`config.mk`:
```
export PLATFORM = sky130hd
export DESIGN_NAME = lsu_dm_master
export DESIGN_NICKNAME = d
export VERILOG_FILES = /design/src/rtl/lsu_pkg.sv /design/src/rtl/lsu_lane_align.sv /design/src/rtl/lsu_dm_master.sv
export SDC_FILE = /design/constraint.sdc
export NUM_CORES = 1
export LEC_CHECK = 0
export CAP_MARGIN = 10
export CORE_MARGIN = 5
export CORE_UTILIZATION = 52
export DETAILED_ROUTE_END_ITERATION = 12
export PLACE_DENSITY = 0.83
export SYNTH_ARGS = -nofsm -noshare
export SYNTH_HDL_FRONTEND = slang
export SYNTH_HIERARCHICAL = 1
export SYNTH_SLANG_ARGS = --single-unit
```
`constraint.sdc`:
```
create_clock -name clk -period 5.39 [get_ports clk]
set_input_delay 1.617 -clock clk [delete_from_list [all_inputs] [get_ports clk]]
set_output_delay 1.617 -clock clk [all_outputs]
set_load 0.05 [all_outputs]
```
`src/rtl/lsu_pkg.sv`:
```
// rtl/lsu_pkg.sv - shared state encoding, funct3 codes and legality check for the LSU
package lsu_pkg;

  typedef enum logic [1:0] {
    IDLE  = 2'd0,
    READ  = 2'd1,
    WRITE = 2'd2,
    RESP  = 2'd3
  } lsu_state_e;

  localparam logic [2:0] F3_B  = 3'b000;
  localparam logic [2:0] F3_H  = 3'b001;
  localparam logic [2:0] F3_W  = 3'b010;
  localparam logic [2:0] F3_BU = 3'b100;
  localparam logic [2:0] F3_HU = 3'b101;

  function automatic logic is_legal_funct3(input logic store, input logic [2:0] funct3);
    logic legal;
    legal = 1'b0;
    case (funct3)
      F3_B, F3_H, F3_W: legal = 1'b1;
      F3_BU, F3_HU:     legal = !store;
      default:          legal = 1'b0;
    endcase
    return legal;
  endfunction

endpackage

```
`src/rtl/lsu_lane_align.sv`:
```
// rtl/lsu_lane_align.sv - byte/half lane merge for sub-word stores and load extension
module lsu_lane_align
  import lsu_pkg::*;
(
  input  logic [2:0]  i_funct3,
  input  logic [1:0]  i_addr_lo,
  input  logic [31:0] i_old_word,
  input  logic [31:0] i_store_data,
  input  logic [31:0] i_read_word,
  output logic [31:0] o_merged_word,
  output logic [31:0] o_load_value
);

  logic [7:0]  w_byte;
  logic [15:0] w_half;

  always_comb begin
    o_merged_word = i_old_word;
    case (i_funct3[1:0])
      2'b00: begin
        case (i_addr_lo)
          2'd0:    o_merged_word[7:0]   = i_store_data[7:0];
          2'd1:    o_merged_word[15:8]  = i_store_data[7:0];
          2'd2:    o_merged_word[23:16] = i_store_data[7:0];
          default: o_merged_word[31:24] = i_store_data[7:0];
        endcase
      end
      2'b01: begin
        if (i_addr_lo[1]) o_merged_word[31:16] = i_store_data[15:0];
        else              o_merged_word[15:0]  = i_store_data[15:0];
      end
      default: o_merged_word = i_store_data;
    endcase
  end

  always_comb begin
    case (i_addr_lo)
      2'd0:    w_byte = i_read_word[7:0];
      2'd1:    w_byte = i_read_word[15:8];
      2'd2:    w_byte = i_read_word[23:16];
      default: w_byte = i_read_word[31:24];
    endcase
    w_half = i_addr_lo[1] ? i_read_word[31:16] : i_read_word[15:0];
    case (i_funct3)
      F3_B:    o_load_value = {{24{w_byte[7]}}, w_byte};
      F3_BU:   o_load_value = {24'd0, w_byte};
      F3_H:    o_load_value = {{16{w_half[15]}}, w_half};
      F3_HU:   o_load_value = {16'd0, w_half};
      default: o_load_value = i_read_word;
    endcase
  end

endmodule

```
`src/rtl/lsu_dm_master.sv`:
```
// rtl/lsu_dm_master.sv - RV32I load/store master for the DM port with read-modify-write sub-word stores
// LSU_MISALIGN_FAULT_EN: misaligned half/word accesses fault instead of being force-aligned.
module lsu_dm_master
  import lsu_pkg::*;
#(
  parameter int ADDR_W = 16,
  parameter int DATA_W = 32
) (
  input  logic              clk,
  input  logic              rst,
  input  logic              req_valid,
  output logic              req_ready,
  input  logic              req_store,
  input  logic [2:0]        req_funct3,
  input  logic [31:0]       req_addr,
  input  logic [DATA_W-1:0] req_wdata,
  output logic              resp_valid,
  input  logic              resp_ready,
  output logic [DATA_W-1:0] resp_rdata,
  output logic              resp_fault,
  output logic              mem_we,
  output logic [ADDR_W-1:0] mem_addr,
  output logic [DATA_W-1:0] mem_wd,
  input  logic [DATA_W-1:0] mem_rd
);

  lsu_state_e        r_state, w_next;
  logic              r_store;
  logic [2:0]        r_funct3;
  logic [ADDR_W-1:0] r_addr;
  logic [DATA_W-1:0] r_wdata, r_word, r_rdata;
  logic              r_fault;
  logic [ADDR_W-1:0] r_mem_addr;
  logic [DATA_W-1:0] r_mem_wd;

  logic              w_accept, w_legal, w_misaligned, w_fault;
  logic [ADDR_W-1:0] w_addr_aligned, w_word_addr;
  logic [DATA_W-1:0] w_merged, w_load_value;
  logic              w_unused_addr_hi;

  assign w_unused_addr_hi = ^req_addr[31:ADDR_W];
  assign w_accept    = req_valid && (r_state == IDLE);
  assign w_legal     = is_legal_funct3(req_store, req_funct3);
  assign w_misaligned = ((req_funct3[1:0] == 2'b01) && req_addr[0]) ||
                        ((req_funct3[1:0] == 2'b10) && (req_addr[1:0] != 2'b00));
`ifdef LSU_MISALIGN_FAULT_EN
  assign w_fault = !w_legal || w_misaligned;
`else
  assign w_fault = !w_legal;
`endif
  assign w_word_addr = {r_addr[ADDR_W-1:2], 2'b00};

  // Without the fault option, misaligned accesses drop to natural alignment
  always_comb begin
    w_addr_aligned = req_addr[ADDR_W-1:0];
    if (req_funct3[1:0] == 2'b01) w_addr_aligned[0] = 1'b0;
    else if (req_funct3[1:0] == 2'b10) w_addr_aligned[1:0] = 2'b00;
  end

  lsu_lane_align u_align (
    .i_funct3     (r_funct3),
    .i_addr_lo    (r_addr[1:0]),
    .i_old_word   (r_word),
    .i_store_data (r_wdata),
    .i_read_word  (mem_rd),
    .o_merged_word(w_merged),
    .o_load_value (w_load_value)
  );

  always_ff @(posedge clk) begin
    if (rst) begin
      r_state    <= IDLE;
      r_store    <= 1'b0;
      r_funct3   <= 3'd0;
      r_addr     <= '0;
      r_wdata    <= '0;
      r_word     <= '0;
      r_rdata    <= '0;
      r_fault    <= 1'b0;
      r_mem_addr <= '0;
      r_mem_wd   <= '0;
    end else begin
      r_state <= w_next;
      if (w_accept) begin
        r_store  <= req_store;
        r_funct3 <= req_funct3;
        r_addr   <= w_addr_aligned;
        r_wdata  <= req_wdata;
        r_fault  <= w_fault;
        r_rdata  <= '0;
      end
      if (r_state == READ) begin
        r_word <= mem_rd;
        if (!r_store) r_rdata <= w_load_value;
      end
      if (r_state == READ || r_state == WRITE) r_mem_addr <= w_word_addr;
      if (r_state == WRITE) r_mem_wd <= w_merged;
    end
  end

  always_comb begin
    w_next     = r_state;
    req_ready  = 1'b0;
    resp_valid = 1'b0;
    mem_we     = 1'b0;
    mem_addr   = r_mem_addr;
    mem_wd     = r_mem_wd;
    case (r_state)
      IDLE: begin
        req_ready = 1'b1;
        if (req_valid) begin
          if (w_fault) w_next = RESP;
          else if (req_store && req_funct3 == F3_W) w_next = WRITE;
          else w_next = READ;
        end
      end
      READ: begin
        mem_addr = w_word_addr;
        w_next   = r_store ? WRITE : RESP;
      end
      WRITE: begin
        mem_we   = 1'b1;
        mem_addr = w_word_addr;
        mem_wd   = w_merged;
        w_next   = RESP;
      end
      default: begin
        resp_valid = 1'b1;
        if (resp_ready) w_next = IDLE;
      end
    endcase
  end

  assign resp_rdata = r_rdata;
  assign resp_fault = r_fault;

endmodule

```
==> impl_results.md <==
- Wire length on met1: 9719 µm
- Area grow syn2layout: 25.94%
- Status: finished, final reports clean
- Root buffer cell: clkbuf_16
- Ys async rst share: 0
- Setup crit end kind: output port
- Initial core utilization: 0.5324
- Top FF cell, synth: dfxtp_1
- Synth Register Bits: about 170
- Setup WS pre-CTS: roughly 1200 ps
- Hold_buf cts: 0
- Register area share after synthesis: 0.4052
- VDD IR max: around 0.28 mV
- Fin nets: between 1000 and 1500
- Netlist cell types: 62
- CTS tree: built
- Std-Cell Rows: 45
- Tot GR Track Use: 0.2485
- Via/cell ratio: between 5 and 6
- Layout cells sized above 1: 0.1238
- Routed WL per cell: about 19 µm
- Worst hold path startpoint: r_wdata[21]
- WHS Path Cells: 2
- Leak: around 3.8 nW
- CTS Sinks: about 170
- Synth Area in Adders: 0.006139
- Util after Layout: 0.6704
- Latest clock arrival within the worst-skew pair: 430 ps
- Met3 wire length: ~2200 µm
- Fmax: ~210 MHz
- I/O pins: roughly 190
- CP required: 3770 ps
- # Max-Cap Violations: 0
- Worst R2R Start: r_state[1]
- Leading area contributor after synthesis: dfxtp_1
- Share of Yosys cell area claimed by the top area cell type: 0.4052
- H-tree levels: 4
- Number of global-route vias before repair: 6656
- Crit-path max FO: 13
- Max Buffers Root-to-Sink: 2
- Largest net degree at the start of global routing: 96
- Mux cell area share after synthesis: 0.1573
- Slew margin rel.: 0.2685
- Die H: 135.2 µm
- RSZ-0062 raised after global routing: false
- Synth top area cells: dfxtp_1 41%, nand2_1 6.6%, mux2_4 6.4%
- Dpl cells: about 1200
- Non-filler instance count after layout: about 1200
- Core ar.: between 15000 and 20000 µm²
- Drt first pass iters: 6
- Placed Instance Area: 9663 µm²
- CP Launch Type: flip-flop
- Fin Setup TNS: 0 ps
- Final Worst Setup Slack: roughly 700 ps
- Routed Antenna Nets: 0
- Post-Synth XOR/XNOR Area: 0
- # port buffers: ~170
- Final wirelength: roughly 23000 µm
- Synth Area in Simple Gates: 0.2009
- Slew Limit Fails: 0
- Post-route DRC: 0
- Post-CTS Resized: 0
- Routed via count: between 7000 and 8000
- Post-Syn Area: approximately 8000 µm²
- Final hold violation count: 0
- First-pass GRT wire length: roughly 36000 µm
- TritonCTS Buffers: 17
- Final min period: around 4700 ps
- Routability cong.: 0.8861
- WS Path Type: reg -> out
- Pwr dens: 481.4 nW/µm²
- Worst-Margin Slew: between 1000 and 1500 ps
- Mapped Cells: about 900
- Synth Warn #: 6
- Final setup violation count: 0
- Setup repair bufs after CTS: 0
- Die ar.: 18280 µm²
- Die Wd: between 100 and 150 µm
- R2R cell count: 5
- Design area: between 10000 and 15000 µm²
- Arr. time, crit path: just over 3000 ps
- Hold path endpoint: r_wdata[21]
- Synth Area in Compound Gates: 0.1614
- Highest routed layer: met4
- Violation count after the first detailed-route iteration: around 800
- ANT cells: 0
- Clock skew: about 5.7 ps
- Post-synth EDFFs: 0
- Min-Delay Path Class: reg -> reg
- Initial antenna violation count: 0
- Met2 Wirelength: about 10000 µm
- Total grt overflow: 0
- DP HPWL: roughly 16000 µm
- Synth Area per Inst: about 9.3 µm²
- Clock slew at reported path FFs: around 60 ps
- Period utilization: 0.8688
- R2R Path End: resp_rdata[30]
- Reg2reg setup slack: ~2600 ps
- Largest family of logic cells by synthesized area: simple AND/OR/NAND/NOR gates
## cells in the mapped netlist (all sizes together), types with 15 or more instances
library cell and count:
nand2 145, a21oi 104, clkbuf 23, nor2 42, nor2b 47, a2bb2oi 16, mux2 56, dfxtp 165
a221o 15, mux2i 34, nand2b 20, buf 58, nand3 42
## layer usage
layer,vias to the layer above,GRT usage
met3,53,0.06092
li1,3312,-
met4,0,0.09686
met2,368,0.3803
met1,3302,0.3393
met5,-,0
## critical path, stage by stage (launching register included)
cell	delay (ps)
dfxtp_1	320
buf_4	210
nand2b_1	410
nand2_1	250
a221o_1	450
mux2_4	280
clkdlybuf4s50_1	700
## worst max-delay path by stage
stage,endpoint,cells after the start,start
after global placement,mem_wd[0],6,r_addr[1]
after floorplan,mem_wd[10],5,r_state[0]
final,mem_wd[13],6,r_addr[1]
after CTS,mem_wd[13],6,r_addr[1]
after global routing,mem_wd[14],6,r_addr[0]
after detailed placement,mem_wd[12],6,r_addr[1]
## layout make-up
type,instances,area [µm²]
clock inverters,9,153.9
well taps,211,264.0
repair buffers,180,1772
flip-flops and latches,165,3304
inverters,6,22.52
fillers,1253,5047
multi-input cells,629,4300
clock buffers,21,450.4
## per-stage QoR
| stage | hold slack (ps) | total power, mW |
|---|---|---|
| global placement | 437.6 | 3.659 |
| finish | 451.4 | 4.943 |
| global route | 472.2 | 5.181 |
| CTS | 451.3 | 4.952 |
| detailed placement | 442.6 | 3.687 |
| floorplan | 431.2 | 3.241 |
## registers in the layout, indices dropped and copies added (netlist names)
signal      cells
r_store         1
r_word         32
resp_rdata     32
r_wdata        32
r_funct3        3
r_addr         16
r_state         2
resp_fault      1
r_mem_wd       32
r_mem_addr     14
## layout by cell type, fill, tap and decap left out, drive strengths merged, types with 9 or more instances in the layout
cell,netlist,final
a21oi,104,104
a221o,15,15
a22oi,9,9
a2bb2oi,16,16
and2,9,9
buf,58,12
clkbuf,23,21
clkdlybuf4s50,0,168
dfxtp,165,165
mux2,56,56
mux2i,34,34
nand2,145,145
nand2b,20,20
nand3,42,42
nor2,42,42
nor2b,47,47
## cells by family after synthesis
| family | Yosys count |
|---|---|
| AND/OR/NAND/NOR | 336 |
| AO/OA/AOI/OAI | 190 |
| flip-flops | 165 |
| multiplexers | 97 |
| buffers and inverters | 87 |
| adder cells (fa/ha/maj) | 4 |
| other | 1 |
## power breakdown
group | internal [mW] | switching, mW
sequential | 1.42 | 0.148
clock | 0.781 | 0.479
combinational | 0.830 | 1.29
Note: power is estimated with default switching activity, not from simulation.
